<file path="config.mk">
export PLATFORM = sky130hd
export DESIGN_NAME = warp_dispatcher
export DESIGN_NICKNAME = d
export VERILOG_FILES = /design/src/rtl/warp_dispatcher.sv
export SDC_FILE = /design/constraint.sdc
export NUM_CORES = 1
export LEC_CHECK = 0
export ABC_AREA = 1
export ABC_CLOCK_PERIOD_IN_PS = 7380
export BUFFER_PORTS_ARGS = -buffer_cell sky130_fd_sc_hd__buf_2
export CAP_MARGIN = 20
export CORE_UTILIZATION = 30
export DETAILED_ROUTE_END_ITERATION = 12
export PLACE_DENSITY = 0.5
export SYNTH_ARGS = -nofsm -noshare
export SYNTH_HDL_FRONTEND = slang
export SYNTH_SLANG_ARGS = --single-unit
</file>
<file path="constraint.sdc">
create_clock -name clk -period 7.38 [get_ports clk]
set_input_delay 1.476 -clock clk [delete_from_list [all_inputs] [get_ports clk]]
set_output_delay 1.476 -clock clk [all_outputs]
set_load 0.01 [all_outputs]
</file>
<file path="src/rtl/warp_dispatcher.sv">
`default_nettype none
// =============================================================================
// warp_dispatcher - binds kernel descriptors to free SIMD cores, serialises completions
// Revision: 1.0
// =============================================================================
module warp_dispatcher #(
  parameter int NUM_SIMD_CORES    = 4,
  parameter int LOG2_THREAD_COUNT = 3,
  parameter int THREAD_COUNT      = 8
) (
  input  logic                         clk,
  input  logic                         rst,
  input  logic                         valid_kernel,
  input  logic [LOG2_THREAD_COUNT-1:0] kernel_thread_count,
  input  logic [31:0]                  kernel_start_pc,
  input  logic [3:0]                   kernel_warp_id,
  output logic                         kernel_ready,
  output logic                         overflow,
  output logic [NUM_SIMD_CORES-1:0]    core_launch,
  output logic [31:0]                  core_start_pc,
  output logic [THREAD_COUNT-1:0]      core_thread_mask,
  output logic [3:0]                   core_warp_id,
  input  logic [NUM_SIMD_CORES-1:0]    core_done,
  output logic [3:0]                   finished_warp_id,
  output logic                         all_idle
);

  localparam int         CIW     = (NUM_SIMD_CORES > 1) ? $clog2(NUM_SIMD_CORES) : 1;
  localparam int         CNTW    = $clog2(NUM_SIMD_CORES + 1);
  localparam logic [3:0] NO_WARP = 4'hF;

  typedef enum logic [1:0] {
    FREE    = 2'd0,
    LAUNCH  = 2'd1,
    RUNNING = 2'd2,
    DRAIN   = 2'd3
  } core_state_e;

  core_state_e                  state_q     [NUM_SIMD_CORES];
  core_state_e                  state_d     [NUM_SIMD_CORES];
  logic [3:0]                   core_wid_q  [NUM_SIMD_CORES];
  logic [3:0]                   core_wid_d  [NUM_SIMD_CORES];
  logic [3:0]                   fifo_wid_q  [NUM_SIMD_CORES];
  logic [3:0]                   fifo_wid_d  [NUM_SIMD_CORES];
  logic [CIW-1:0]               fifo_core_q [NUM_SIMD_CORES];
  logic [CIW-1:0]               fifo_core_d [NUM_SIMD_CORES];
  logic [CNTW-1:0]              fifo_cnt_q, fifo_cnt_d, wr_ptr;

  logic                         pend_valid_q, pend_valid_d;
  logic [LOG2_THREAD_COUNT-1:0] pend_count_q, pend_count_d;
  logic [31:0]                  pend_pc_q, pend_pc_d;
  logic [3:0]                   pend_wid_q, pend_wid_d;

  logic [NUM_SIMD_CORES-1:0]    core_launch_q, core_launch_d;
  logic [31:0]                  core_start_pc_q, core_start_pc_d;
  logic [THREAD_COUNT-1:0]      core_thread_mask_q, core_thread_mask_d;
  logic [3:0]                   core_warp_id_q, core_warp_id_d;
  logic [3:0]                   finished_warp_id_q, finished_warp_id_d;
  logic                         overflow_q, overflow_d;

  logic                         accept, any_free, dispatch, all_free;
  logic [CIW-1:0]               sel;

  always_comb begin
    for (int i = 0; i < NUM_SIMD_CORES; i++) begin
      state_d[i]     = state_q[i];
      core_wid_d[i]  = core_wid_q[i];
      fifo_wid_d[i]  = fifo_wid_q[i];
      fifo_core_d[i] = fifo_core_q[i];
    end
    pend_valid_d       = pend_valid_q;
    pend_count_d       = pend_count_q;
    pend_pc_d          = pend_pc_q;
    pend_wid_d         = pend_wid_q;
    core_launch_d      = '0;
    core_start_pc_d    = core_start_pc_q;
    core_thread_mask_d = core_thread_mask_q;
    core_warp_id_d     = core_warp_id_q;
    finished_warp_id_d = NO_WARP;
    overflow_d         = overflow_q;
    wr_ptr             = fifo_cnt_q;

    accept = valid_kernel && (kernel_thread_count != '0) && (kernel_warp_id != NO_WARP);

    // Scan downward so the last hit is the lowest-indexed free core.
    any_free = 1'b0;
    sel      = '0;
    for (int i = NUM_SIMD_CORES - 1; i >= 0; i--) begin
      if (state_q[i] == FREE) begin
        any_free = 1'b1;
        sel      = CIW'(i);
      end
    end
    dispatch = pend_valid_q && any_free;

    if (dispatch) begin
      state_d[sel]       = LAUNCH;
      core_wid_d[sel]    = pend_wid_q;
      core_launch_d[sel] = 1'b1;
      core_start_pc_d    = pend_pc_q;
      core_warp_id_d     = pend_wid_q;
      for (int i = 0; i < THREAD_COUNT; i++) begin
        core_thread_mask_d[i] = (i < int'(pend_count_q));
      end
      pend_valid_d = 1'b0;
    end

    if (accept) begin
      if (!pend_valid_q || dispatch) begin
        pend_valid_d = 1'b1;
        pend_count_d = kernel_thread_count;
        pend_pc_d    = kernel_start_pc;
        pend_wid_d   = kernel_warp_id;
      end else begin
        overflow_d = 1'b1;
      end
    end

    // Pop before push so a head entry and new completions share one edge.
    if (fifo_cnt_q != '0) begin
      finished_warp_id_d      = fifo_wid_q[0];
      state_d[fifo_core_q[0]] = FREE;
      for (int i = 0; i < NUM_SIMD_CORES - 1; i++) begin
        fifo_wid_d[i]  = fifo_wid_q[i+1];
        fifo_core_d[i] = fifo_core_q[i+1];
      end
      wr_ptr = fifo_cnt_q - 1'b1;
    end

    for (int k = 0; k < NUM_SIMD_CORES; k++) begin
      if (state_q[k] == LAUNCH) begin
        state_d[k] = RUNNING;
      end
      if ((state_q[k] == LAUNCH || state_q[k] == RUNNING) && core_done[k]) begin
        state_d[k]                     = DRAIN;
        fifo_wid_d[wr_ptr[CIW-1:0]]    = core_wid_q[k];
        fifo_core_d[wr_ptr[CIW-1:0]]   = CIW'(k);
        wr_ptr                         = wr_ptr + 1'b1;
      end
    end
    fifo_cnt_d = wr_ptr;
  end

  always_ff @(posedge clk) begin
    if (!rst) begin
      for (int i = 0; i < NUM_SIMD_CORES; i++) begin
        state_q[i]     <= FREE;
        core_wid_q[i]  <= '0;
        fifo_wid_q[i]  <= '0;
        fifo_core_q[i] <= '0;
      end
      fifo_cnt_q         <= '0;
      pend_valid_q       <= 1'b0;
      pend_count_q       <= '0;
      pend_pc_q          <= '0;
      pend_wid_q         <= '0;
      core_launch_q      <= '0;
      core_start_pc_q    <= '0;
      core_thread_mask_q <= '0;
      core_warp_id_q     <= '0;
      finished_warp_id_q <= NO_WARP;
      overflow_q         <= 1'b0;
    end else begin
      for (int i = 0; i < NUM_SIMD_CORES; i++) begin
        state_q[i]     <= state_d[i];
        core_wid_q[i]  <= core_wid_d[i];
        fifo_wid_q[i]  <= fifo_wid_d[i];
        fifo_core_q[i] <= fifo_core_d[i];
      end
      fifo_cnt_q         <= fifo_cnt_d;
      pend_valid_q       <= pend_valid_d;
      pend_count_q       <= pend_count_d;
      pend_pc_q          <= pend_pc_d;
      pend_wid_q         <= pend_wid_d;
      core_launch_q      <= core_launch_d;
      core_start_pc_q    <= core_start_pc_d;
      core_thread_mask_q <= core_thread_mask_d;
      core_warp_id_q     <= core_warp_id_d;
      finished_warp_id_q <= finished_warp_id_d;
      overflow_q         <= overflow_d;
    end
  end

  always_comb begin
    all_free = 1'b1;
    for (int i = 0; i < NUM_SIMD_CORES; i++) begin
      if (state_q[i] != FREE) all_free = 1'b0;
    end
  end

  assign kernel_ready     = !pend_valid_q;
  assign all_idle         = all_free && !pend_valid_q && (fifo_cnt_q == '0);
  assign overflow         = overflow_q;
  assign core_launch      = core_launch_q;
  assign core_start_pc    = core_start_pc_q;
  assign core_thread_mask = core_thread_mask_q;
  assign core_warp_id     = core_warp_id_q;
  assign finished_warp_id = finished_warp_id_q;

endmodule
`default_nettype wire

</file>
==> impl_metrics.toml <==
[power]
total_power_mw = 3.175
p_leak_nw = 3.584
p_sw_share_pct = 43.04
powerDensity_mw_per_mm2 = 403.7
switchingPower_mw = 1.367
p_int_mw = 1.809
seq_power_share_pct = 31.3
power_frac_clock_pct = 26.6
ir_drop_mv = 0.1834
combPwrFrac_pct = 42.1

[setup_path]
cp.required_ns = 7.68
slowest_delay_ns = 0.38
cp.arrival_ns = 4.15
path_common_cell = "nand2_1"
worst-r2r-cell-count = 22
critical_path.max_fanout = 27
r2r_slack_ns = 3.53
r2r-start = "fifo_cnt_q[0]"
crit_family = "simple AND/OR/NAND/NOR gates"
end_kind = "flip-flop"
r2r_end = "fifo_wid_q[3][3]"
slowest_stage = "dfxtp_1"
path_cells = "inv_2 > ha_1 > nand2_4 > nand2_1 > nand2_1 > inv_1 > ha_1 > nand2_1 > nand2_2 > inv_1 > ha_1 > nand2_1 > nand2_1 > inv_1 > ha_1 > or2_2 > nand2_1 > inv_2 > nand3_2 > clkinv_2 > nor2_1 > nor2_1"
worst-path-buf-inv = 6
path_class = "reg2reg"
cp-startpoint = "fifo_cnt_q[0]"
crit_path_start_kind = "flip-flop"

[route]
vias = 6047
drt-wirelength-per-cell_um = 14.74
remaining_drc_errors = 0
drt_first_pass_iters = 7
antenna_left = 0
drt_iter0_drc = 341
viasPerCell = 4.688
routed_wl_mm = 19.02

[sta]
fin_crit_sh_pct = 52.13
post-route-worst-setup-slack_ns = 3.533
tns_ns = 0
max_freq_ghz = 0.2599
slew_viol_final = 0
grt_setup_unrepaired = "no"
period_needed_ns = 3.847
tightest_slew_ns = 0.7855
finalSetupViolCount = 0
finClkSkew_ns = 0.01717
hold_viol = 0
relSlewSlack_pct = 47.63

[clock_network]
clockRootBuffer = "clkbuf_16"
cts.path.max_buffers = 2
path_clk_slew_ns = 0.07
cts_resized = 0
post_cts_buffers = 0
cts_buffers = 17
tritoncts = "done"
clkSinkCount = 143
h-tree-depth = 4
hold_buffers = 0
insertion_delay_ns = 0.42

[min_path]
hp-class = "reg2reg"
whs_endpoint = "finished_warp_id[2]"
min_path_cells = 2
hp-start = "fifo_wid_q[0][2]"

[global_route]
grt_pass1_wl_mm = 30.02
grt.overflow.total = 0
grt_max_degree = 66
track_usage_pct = 17.40
antenna_found_initial = 1
grt_pass1_vias = 5636

[placement]
dp_hpwl_mm = 13.35
port_buffers = 99
pre_cts_slack_ns = 3.386
dp.cells = 1258
routabilityCongestion = 0.9508

[finish]
layout-drive-gt1-share_pct = 18.13
seq_area_mm2 = 0.002863
n_fill_cell = 2325
final_cells = 1290
syn_to_final_growth_pct = 19.76
antenna_cells = 0
multiInputGateArea_mm2 = 0.003266
final_nets = 1067

[yosys]
yosysWarnings = 0
synth_edf_count = 0
synth_flop_cell = "dfxtp_1"
synth_area_mm2 = 0.006568
synth_cells = 918
synth_area_per_cell_um2 = 7.154
async_flop_share_pct = 0
synth-seq-cells = 143
syn_nets = 983
ys_seq_area_share_pct = 43.59
synth.distinct_cells = 40

[floorplanning]
die_x_um = 150.0
die_area_mm2 = 0.02249
rows = 53
start_util_pct = 30.95
ioPinCount = 101
die_h_um = 150.0
core-area_mm2 = 0.02122

[flow_run]
drv_cap = 0

[run_status]
status = "finished, final reports clean"
-- Yosys cell counts (2+ instances only) --
master	instances	area [µm²]
nand2_1	166	623.1
o211ai_1	7	52.55
a21oi_1	38	190.2
or2_2	5	31.28
nand4_1	15	93.84
nand2_4	6	67.56
nor2_4	2	22.52
inv_1	61	229.0
nand3_2	5	50.05
nand3_4	2	35.03
clkinv_1	2	7.510
clkbuf_1	29	108.9
nor3_1	5	25.02
a31oi_1	5	31.28
nand2_2	8	50.05
o22ai_1	2	12.51
a21oi_2	2	17.52
a221oi_1	2	17.52
dfxtp_1	143	2863
nand2_8	4	80.08
nor2_1	202	758.2
nor2_2	2	12.51
nand3_1	40	200.2
o21ai_0	116	580.6
inv_2	9	33.78
o21ai_1	3	15.01
buf_2	6	30.03
ha_1	19	237.7
-- area by class of cell --
type / count / share of cell area, %
well taps: 275 / 4.375
multi-input cells: 663 / 41.52
clock buffers: 17 / 5.409
repair buffers: 104 / 6.777
flip-flops and latches: 143 / 36.40
clock inverters: 15 / 2.020
inverters: 73 / 3.500
-- power by group through the flow --
stage / clock (mW) / sequential, mW / combinational [mW]
finish: 0.846 / 0.993 / 1.34
global route: 0.897 / 1.01 / 1.52
CTS: 0.871 / 0.992 / 1.34
detailed placement: 0 / 1.01 / 1.33
global placement: 0 / 1.01 / 1.34
floorplan: 0 / 0.995 / 1.06
-- stage by stage --
step           area, µm²  hold slack (ns)  utilization, %
6_report            7865           0.4592           37.06
5_1_grt             7865           0.4779           37.06
4_1_cts             7865           0.4610           37.06
3_5_place_dp        7281           0.4488           34.31
3_3_place_gp        7281           0.4472           34.31
2_1_floorplan       6568           0.4113               -
-- sequential cells by signal, summed over array words and instances (netlist names), 3 cells and up --
name              count
pend_count_q          3
core_start_pc        32
fifo_cnt_q            3
pend_wid_q            4
pend_pc_q            32
core_wid_q           16
finished_warp_id      4
fifo_wid_q           16
fifo_core_q           8
core_launch           4
core_thread_mask      7
core_warp_id          4
state_q               8
-- per-layer routing --
| layer | global-route usage (%) | share of wire, % |
|---|---|---|
| met1 | 22.80 | 47 |
| met2 | 27.69 | 46 |
| met3 | 4.177 | 5.1 |
| met4 | 6.162 | 1.8 |
| met5 | 0 | 0.068 |
-- cell families (layout without fill, tap and decap cells) --
logic type | count (synthesis) | in the layout | share of synthesized area [%]
and+or+nand+nor | 464 | 464 | 31.40
AOI/OAI and AO/OA | 178 | 178 | 14.48
DFF | 143 | 143 | 43.59
buffers and inverters | 112 | 209 | 6.725
adders and majority gates | 19 | 19 | 3.620
other | 1 | 1 | 0.05710
xor gates and xnor gates | 1 | 1 | 0.1334
-- worst min-delay path, cell delays in order, from the launching register on --
cell	delay (ns)
dfxtp_1	0.32
inv_1	0.05
nand2_1	0.05
-- worst max-delay path by stage --
stage               depth (start not counted)           endpoint  slack [ns]
detailed placement                         18  fifo_core_q[3][1]        3.39
global placement                           18  fifo_core_q[3][1]        3.43
finish                                     22   fifo_wid_q[3][3]        3.53
floorplan                                  17  fifo_core_q[3][1]        3.72
CTS                                        22   fifo_wid_q[3][3]        3.56
global route                               22   fifo_wid_q[3][0]        3.17
-- placed cells by master (no fill, tap or decap), types with 9 or more instances in the layout --
master | synthesis | final
inv_2 | 9 | 9
nor2_1 | 202 | 201
a21oi_1 | 38 | 38
nand2_1 | 166 | 166
nand4_1 | 15 | 15
o21ai_0 | 116 | 116
buf_2 | 6 | 99
ha_1 | 19 | 19
inv_1 | 61 | 61
nand3_1 | 40 | 40
clkbuf_16 | 0 | 17
dfxtp_1 | 143 | 143
(Power assumes the default switching activity.)
